## src/rtl/alu_decode_stage.sv

```systemverilog
// Registered decode/issue stage ahead of the ALU: MIPS-style instruction -> ALU command/operands.
// Optional sticky illegal-instruction trap is enabled by defining ALU_DECODE_TRAP_EN.
module alu_decode_stage (
    input  logic        clk,
    input  logic        rst_n,
    input  logic        flush,
    input  logic        in_valid,
    output logic        in_ready,
    input  logic [31:0] instr,
    input  logic [31:0] rs_val,
    input  logic [31:0] rt_val,
    output logic        out_valid,
    input  logic        out_ready,
    output logic [3:0]  cmd,
    output logic [31:0] opa,
    output logic [31:0] opb,
    output logic [4:0]  dst,
    output logic        wr_en,
    output logic        illegal
);

    localparam logic [3:0] ALU_AND  = 4'd0;
    localparam logic [3:0] ALU_OR   = 4'd1;
    localparam logic [3:0] ALU_ADD  = 4'd2;
    localparam logic [3:0] ALU_SUB  = 4'd3;
    localparam logic [3:0] ALU_SLT  = 4'd4;
    localparam logic [3:0] ALU_NOR  = 4'd5;
    localparam logic [3:0] ALU_XOR  = 4'd6;
    localparam logic [3:0] ALU_LU   = 4'd7;
    localparam logic [3:0] ALU_SLLV = 4'd8;
    localparam logic [3:0] ALU_SRLV = 4'd9;

    logic [5:0]  opcode;
    logic [5:0]  funct;
    logic [4:0]  rt_idx;
    logic [4:0]  rd_idx;
    logic [4:0]  shamt;
    logic [15:0] imm;
    logic [31:0] imm_sx;
    logic [31:0] imm_zx;

    assign opcode = instr[31:26];
    assign rt_idx = instr[20:16];
    assign rd_idx = instr[15:11];
    assign shamt  = instr[10:6];
    assign funct  = instr[5:0];
    assign imm    = instr[15:0];
    assign imm_sx = {{16{imm[15]}}, imm};
    assign imm_zx = {16'b0, imm};

    // rs is read by the register file upstream; only its value reaches this stage.
    logic unused_rs_idx;
    assign unused_rs_idx = ^instr[25:21];

    logic [3:0]  d_cmd;
    logic [31:0] d_opa;
    logic [31:0] d_opb;
    logic [4:0]  d_dst;
    logic        d_legal;

    always_comb begin
        d_cmd   = ALU_AND;
        d_opa   = 32'b0;
        d_opb   = 32'b0;
        d_dst   = 5'b0;
        d_legal = 1'b0;
        if (opcode == 6'h00) begin
            d_legal = 1'b1;
            d_dst   = rd_idx;
            d_opa   = rs_val;
            d_opb   = rt_val;
            case (funct)
                6'h24:        d_cmd = ALU_AND;
                6'h25:        d_cmd = ALU_OR;
                6'h26:        d_cmd = ALU_XOR;
                6'h27:        d_cmd = ALU_NOR;
                6'h20, 6'h21: d_cmd = ALU_ADD;
                6'h22, 6'h23: d_cmd = ALU_SUB;
                6'h2A:        d_cmd = ALU_SLT;
                6'h04: begin
                    d_cmd = ALU_SLLV;
                    d_opa = rt_val;
                    d_opb = {27'b0, rs_val[4:0]};
                end
                6'h06: begin
                    d_cmd = ALU_SRLV;
                    d_opa = rt_val;
                    d_opb = {27'b0, rs_val[4:0]};
                end
                6'h00: begin
                    d_cmd = ALU_SLLV;
                    d_opa = rt_val;
                    d_opb = {27'b0, shamt};
                end
                6'h02: begin
                    d_cmd = ALU_SRLV;
                    d_opa = rt_val;
                    d_opb = {27'b0, shamt};
                end
                default: begin
                    d_legal = 1'b0;
                    d_dst   = 5'b0;
                    d_opa   = 32'b0;
                    d_opb   = 32'b0;
                end
            endcase
        end else begin
            d_legal = 1'b1;
            d_dst   = rt_idx;
            d_opa   = rs_val;
            case (opcode)
                6'h08, 6'h09: begin
                    d_cmd = ALU_ADD;
                    d_opb = imm_sx;
                end
                6'h0A: begin
                    d_cmd = ALU_SLT;
                    d_opb = imm_sx;
                end
                6'h0C: begin
                    d_cmd = ALU_AND;
                    d_opb = imm_zx;
                end
                6'h0D: begin
                    d_cmd = ALU_OR;
                    d_opb = imm_zx;
                end
                6'h0E: begin
                    d_cmd = ALU_XOR;
                    d_opb = imm_zx;
                end
                6'h0F: begin
                    d_cmd = ALU_LU;
                    d_opa = 32'b0;
                    d_opb = imm_zx;
                end
                default: begin
                    d_legal = 1'b0;
                    d_dst   = 5'b0;
                    d_opa   = 32'b0;
                end
            endcase
        end
    end

    logic accept;
    assign accept = in_valid && in_ready && !flush;

`ifdef ALU_DECODE_TRAP_EN
    logic trap;

    always_ff @(posedge clk or negedge rst_n) begin
        if (!rst_n) begin
            trap <= 1'b0;
        end else if (flush) begin
            trap <= 1'b0;
        end else if (accept && !d_legal) begin
            trap <= 1'b1;
        end
    end

    assign in_ready = (!out_valid || out_ready) && !trap;
`else
    assign in_ready = !out_valid || out_ready;
`endif

    always_ff @(posedge clk or negedge rst_n) begin
        if (!rst_n) begin
            out_valid <= 1'b0;
        end else if (flush) begin
            out_valid <= 1'b0;
        end else if (accept) begin
            out_valid <= 1'b1;
        end else if (out_ready) begin
            out_valid <= 1'b0;
        end
    end

    // Payload only moves on accept so a stalled or flushed entry never glitches.
    always_ff @(posedge clk or negedge rst_n) begin
        if (!rst_n) begin
            cmd     <= 4'b0;
            opa     <= 32'b0;
            opb     <= 32'b0;
            dst     <= 5'b0;
            wr_en   <= 1'b0;
            illegal <= 1'b0;
        end else if (accept) begin
            cmd     <= d_cmd;
            opa     <= d_opa;
            opb     <= d_opb;
            dst     <= d_dst;
            wr_en   <= d_legal && (d_dst != 5'b0);
            illegal <= !d_legal;
        end
    end

endmodule

```

## config.mk

```make
export PLATFORM = sky130hd
export DESIGN_NAME = alu_decode_stage
export DESIGN_NICKNAME = d
export VERILOG_FILES = /design/src/rtl/alu_decode_stage.sv
export SDC_FILE = /design/constraint.sdc
export NUM_CORES = 1
export LEC_CHECK = 0
export ABC_AREA = 1
export CORE_MARGIN = 4
export CORE_UTILIZATION = 41
export DETAILED_ROUTE_END_ITERATION = 16
export GPL_TIMING_DRIVEN = 0
export HOLD_SLACK_MARGIN = 0.1
export PLACE_DENSITY = 0.86
export SLEW_MARGIN = 20
export SYNTH_ARGS = -nofsm -noshare
export SYNTH_HDL_FRONTEND = slang
export SYNTH_SLANG_ARGS = --single-unit
```

## constraint.sdc

```tcl
create_clock -name clk -period 4.25 [get_ports clk]
set_clock_uncertainty 0.05 [all_clocks]
set_input_delay 0.85 -clock clk [delete_from_list [all_inputs] [get_ports clk]]
set_output_delay 0.85 -clock clk [all_outputs]
set_load 0.01 [all_outputs]
```

==> impl_metrics.csv, run 1 <==
group,metric,value,unit
clocking,cts_hold_buf,0,
worst_setup_path,cp-end-kind,"output port",
power,ir_worst_vdd,0.176,mV
worst_setup_path,path_class,"in2out",
floorplanning,io_pins,178,
place,dp_hpwl,11400,um
yosys,synth_area_leader_cell,"dfrtp_1",
sta,max_freq,346,MHz
sta,finalSetupViolCount,0,
clocking,cts_resized,0,
yosys,synth_cells,517,
floorplanning,die-area,0.0115,mm2
hold_path,holdCritPathClass,"in2async",
route,first_pass_iters,5,
worst_setup_path,critPathLaunchType,"input port",
power,total_power,1.94,mW
clocking,ctsLongestPathBuffers,2,
yosys,yosys_warnings,0,
cells_and_area,antenna_cells,0,
route,ant_nets,0,
worst_setup_path,r2r_end,"opb[25]$_DFFE_PN0P_",
worst_setup_path,worstSetupStartpoint,"out_ready",
clocking,cts_max_level,3,
global_route,grt_max_degree,41,
sta,worstMarginPinSlew,655,ps
place,place_area,0.00596,mm2
sta,grt_setup_unrepaired,"no",
clocking,root_buffer,"clkbuf_8",
floorplanning,die_w,107,um
sta,finalCriticalPeriod,2890,ps
global_route,grt_usage,25.6,%
route,vias,4549,
route,wirelength,14800,um
sta,slew_headroom,56.3,%
cells_and_area,fin_nets,802,
worst_setup_path,rr_worst_depth,7,
cells_and_area,drive_gt1_share,7.94,%
yosys,synth_seq_cells,76,
clocking,cts_tree,"done",
sta,hold_viol,0,
place,port-buffer-count,172,
cells_and_area,final_cell_area,0.00617,mm2
cells_and_area,stdcell_count,838,
place,dp_cells,823,
run_status,status,"finished clean",
route,viasPerCell,5.43,
worst_setup_path,arrival,1990,ps
cells_and_area,area_growth,52.3,%
yosys,yosys.cell_types.count,35,
clocking,cts-buffers-inserted,9,
yosys,synth_top_area_share,47.0,%
worst_setup_path,cp.required,3350,ps
worst_setup_path,reg2reg_from,"out_valid$_DFFE_PN0P_",
floorplanning,initial_utilization,41.8,%
global_route,grt_remaining_overflow,0,
sta,period_share,68.0,%
global_route,grt_pass1_vias,4633,
clocking,cts_setup_buffers,0,
worst_setup_path,r2r_slack,2380,ps
global_route,grt_pass1_wl,23400,um
floorplanning,die_y,107,um
route,drt_iter0_markers,274,
flow_run,maxCapViolCount,0,
yosys,synth_area,0.00405,mm2
global_route,antenna_found_initial,0,
power,p_per_area,314,mW/mm2
place,gp_congestion,0.903,
clocking,clk_pin_slew,90,ps
floorplanning,core,0.00968,mm2
power,p_leak,2.73,nW
yosys,syn-num-nets,618,
floorplanning,num_rows,36,
route,wl_per_cell,17.7,um
route,drc,0,
yosys,synth.area.top_cells,"dfrtp_1, nand2_1, nand3_1",
clocking,clock_latency,330,ps
sta,whs,411,ps
yosys,syn_avg_cell_area,7.83,um2
sta,drv_slew,0,
worst_setup_path,cp_max_fo,3,
yosys,yosysSeqAreaShare,47.0,%
clocking,clock_sinks,76,
-- registers in the layout, summed over array words and instances, names as in the netlist --
name and count:
out_valid 1, illegal 1, opa 32, wr_en 1, cmd 4, dst 5
opb 32
-- cell families (layout without fill, tap and decap cells) --
family          Yosys count  in the layout  share of synthesized area, %
compound gates          102            102                          15.5
buf+inv                  76            264                          8.16
flops                    76             76                          47.0
simple gates            263            263                          29.4
-- synthesized netlist by cell type (all sizes together) --
| library cell | n |
|---|---|
| nand2 | 117 |
| dfrtp | 76 |
| nor2 | 64 |
| nand3 | 59 |
| a21oi | 51 |
| inv | 46 |
| nand4 | 20 |
| buf | 17 |
| a31oi | 13 |
| clkbuf | 12 |
| o21ai | 10 |
| a22oi | 9 |
| o211ai | 8 |
| a32oi | 5 |
| nand3b | 2 |
| o221ai | 2 |
| a41oi | 1 |
| clkinv | 1 |
| nor3 | 1 |
| o2111ai | 1 |
| o22ai | 1 |
| o31ai | 1 |
-- layout make-up --
cell class                 count  area [um2]
multi-input combinational    365        1820
fill                         836        3520
clock buffer                   9         124
timing repair buffer         173        1740
clock inverter                 6        87.6
sequential                    76        1900
tap                          133         166
buffer                        29         151
inverter                      47         179
-- how the worst max path moves through the flow --
stage | to | slack [ps] | cells after the start
after floorplan | opb[12]$_DFFE_PN0P_ | 2310 | 8
after global placement | opa[23]$_DFFE_PN0P_ | -340 | 1
after detailed placement | in_ready | 1360 | 4
after CTS | in_ready | 1350 | 4
after global routing | in_ready | 1330 | 4
final | in_ready | 1360 | 4
-- cell usage in the layout (no fill, tap or decap), types with 6 or more instances in the layout --
| cell | count |
|---|---|
| inv_1 | 41 |
| o211ai_1 | 6 |
| buf_2 | 10 |
| clkbuf_1 | 12 |
| nand2_1 | 112 |
| nand3_1 | 56 |
| a21oi_1 | 50 |
| o21ai_0 | 10 |
| dfrtp_1 | 76 |
| a22oi_1 | 9 |
| nor2_1 | 59 |
| nand4_1 | 20 |
| a31oi_1 | 13 |
| clkdlybuf4s50_1 | 171 |
| clkbuf_8 | 9 |
-- metrics by stage --
| stage | TNS [ps] | worst slack (ps) | util [%] |
|---|---|---|---|
| floorplan | 0 | 2310 | - |
| global placement | -25380 | -339 | 61.3 |
| detailed placement | 0 | 1360 | 61.5 |
| CTS | 0 | 1350 | 63.7 |
| global route | 0 | 1330 | 63.7 |
| finish | 0 | 1360 | 63.7 |
-- routing by layer --
layer | vias up | GRT usage [%] | wire, um
met4 | 0 | 8.21 | 280
met2 | 226 | 44.0 | 7270
li1 | 2128 | - | -
met1 | 2165 | 32.2 | 5950
met3 | 30 | 5.46 | 1350
met5 | - | 0 | 0
-- critical path, cell delays in order --
cell and delay, ps:
clkdlybuf4s50_1 450, nor2_1 50, inv_1 90, clkdlybuf4s50_1 550
-- where the power goes --
part	switching (mW)	internal [mW]
registers	0.0435	0.795
clock network	0.282	0.329
logic	0.228	0.260
(Power assumes the default switching activity.)
==> inputs of run 2 (changes only) <==
CORE_UTILIZATION = 38   (was 41)
PLACE_DENSITY = 0.84   (was 0.86)
clock period = 2.4 ns   (was 4.25 ns; I/O delays follow)
==> impl_metrics.csv, run 2 (synthesis gave the netlist of run 1 again) <==
group,metric,value,unit
floorplanning,die-area,0.0124,mm2
worst_setup_path,arrival,2390,ps
floorplanning,initial_utilization,39.1,%
clocking,cts_hold_buf,1,
global_route,grt_remaining_overflow,0,
worst_setup_path,path_class,"in2reg",
cells_and_area,mostFrequentLayoutCells,"clkdlybuf4s50_1, nand2_1, dfrtp_1",
route,wl_per_cell,17.6,um
power,ir_worst_vdd,0.308,mV
sta,slew_headroom,59.6,%
clocking,ctsLongestPathBuffers,2,
cells_and_area,final_common_cell,"clkdlybuf4s50_1",
place,gp_congestion,0.876,
cells_and_area,area_growth,53.5,%
clocking,cts-buffers-inserted,9,
worst_setup_path,path_cells,"clkdlybuf4s50_1 -> inv_2 -> nand3_1 -> clkinv_1 -> clkbuf_1 -> a31oi_1 -> a21oi_1",
cells_and_area,reg.largest.list,"opa (32), opb (32), dst (5)",
route,vias,4495,
route,wirelength,14800,um
global_route,antenna_found_initial,0,
worst_setup_path,max_stage_delay,630,ps
worst_setup_path,crit_slowest_cell,"clkdlybuf4s50_1",
route,viasPerCell,5.33,
sta,worstMarginPinSlew,606,ps
place,dp_hpwl,11500,um
power,p_per_area,570,mW/mm2
sta,grt_setup_unrepaired,"no",
floorplanning,io_pins,178,
clocking,cts_resized,0,
place,place_area,0.00597,mm2
sta,finalCriticalPeriod,2190,ps
floorplanning,num_rows,37,
cells_and_area,final_cell_area,0.00622,mm2
cells_and_area,nFillCells,945,
global_route,grt_pass1_vias,4582,
worst_setup_path,critPathLaunchType,"input port",
hold_path,holdCritPathClass,"reg2reg",
cells_and_area,drive_gt1_share,8.06,%
cells_and_area,antenna_cells,0,
run_status,status,"finished clean",
route,ant_nets,0,
place,port-buffer-count,172,
floorplanning,die_w,111,um
sta,hold_viol,0,
power,p_leak,2.74,nW
clocking,cts_max_level,3,
power,total_power,3.54,mW
sta,drv_slew,0,
worst_setup_path,cp.required,2590,ps
worst_setup_path,cp-end-kind,"flip-flop",
route,first_pass_iters,5,
route,drt_iter0_markers,371,
clocking,cts_tree,"done",
clocking,clk_pin_slew,80,ps
flow_run,maxCapViolCount,0,
floorplanning,core,0.0104,mm2
sta,period_share,91.4,%
route,drc,0,
clocking,root_buffer,"clkbuf_8",
global_route,grt_max_degree,46,
sta,max_freq,456,MHz
clocking,cts_setup_buffers,0,
global_route,grt_usage,23.8,%
worst_setup_path,cp_max_fo,10,
sta,finalSetupViolCount,0,
cells_and_area,fin_nets,803,
floorplanning,die_y,111,um
clocking,clock_latency,350,ps
clocking,clock_sinks,76,
global_route,grt_pass1_wl,23600,um
## run 2: cell types whose count changed in the layout (fill, tap and decap cells not counted), sizes merged
cell,delta
bufinv,+1
clkinv,-1
clkinvlp,+2
dlygate4sd3,+1
inv,-1
## run 2: area by class of cell
| type | instances | area (um2) | share of cell area [%] |
|---|---|---|---|
| Multi-Input combinational cell | 365 | 1820 | 29.2 |
| Timing Repair Buffer | 174 | 1760 | 28.3 |
| Tap cell | 136 | 170 | 2.74 |
| Buffer | 29 | 151 | 2.44 |
| Clock buffer | 9 | 124 | 1.99 |
| Inverter | 47 | 179 | 2.88 |
| Clock inverter | 7 | 115 | 1.85 |
| Sequential cell | 76 | 1900 | 30.6 |
## run 2: where the power goes
group	total, mW	switching (mW)	leakage [nW]	internal, mW
registers	1.48	0.0759	0.973	1.41
clock network	1.20	0.510	0.115	0.687
logic	0.862	0.399	1.65	0.463
total	3.54	0.985	2.74	2.56
## run 2: metal layers
metal	GRT usage [%]	wire length, um	up-vias
met4	7.79	255	0
li1	-	-	2115
met3	6.44	1470	23
met1	30.4	5910	2140
met5	0	0	-
met2	39.4	7190	217
## run 2: worst max-delay path, delay by kind of cell
kind,cells,cell delay [ps]
and+or+nand+nor,1,180
buffers and inverters,4,1380
AOI/OAI and AO/OA,2,350
## run 2: metrics by stage
| stage | util (%) | setup WS, ps | hold slack (ps) | cells | TNS [ps] |
|---|---|---|---|---|---|
| 4_1_cts | 59.9 | 250 | 443 | 843 | 0 |
| 3_3_place_gp | 57.3 | -1810 | 412 | 825 | -137190 |
| 3_5_place_dp | 57.5 | -126 | 405 | 826 | -1040 |
| 2_1_floorplan | - | 829 | 134 | 517 | 0 |
| 6_report | 59.9 | 206 | 439 | 843 | 0 |
| 5_1_grt | 59.9 | 132 | 450 | 843 | 0 |
## run 2: path summary, 6_finish.rpt
check                                 startpoint  depth (start not counted)  slack, ps                  end
max in group asynchronous                  rst_n                          3       1150  opb[11]$_DFFE_PN0P_
setup / recovery                        instr[3]                          7        210  opa[28]$_DFFE_PN0P_
setup reg to reg           out_valid$_DFFE_PN0P_                          7        590  opb[24]$_DFFE_PN0P_
hold reg to reg              opb[13]$_DFFE_PN0P_                          2        440  opb[13]$_DFFE_PN0P_
min in group asynchronous                  rst_n                          2        570   opa[1]$_DFFE_PN0P_
hold / removal               opb[13]$_DFFE_PN0P_                          2        440  opb[13]$_DFFE_PN0P_
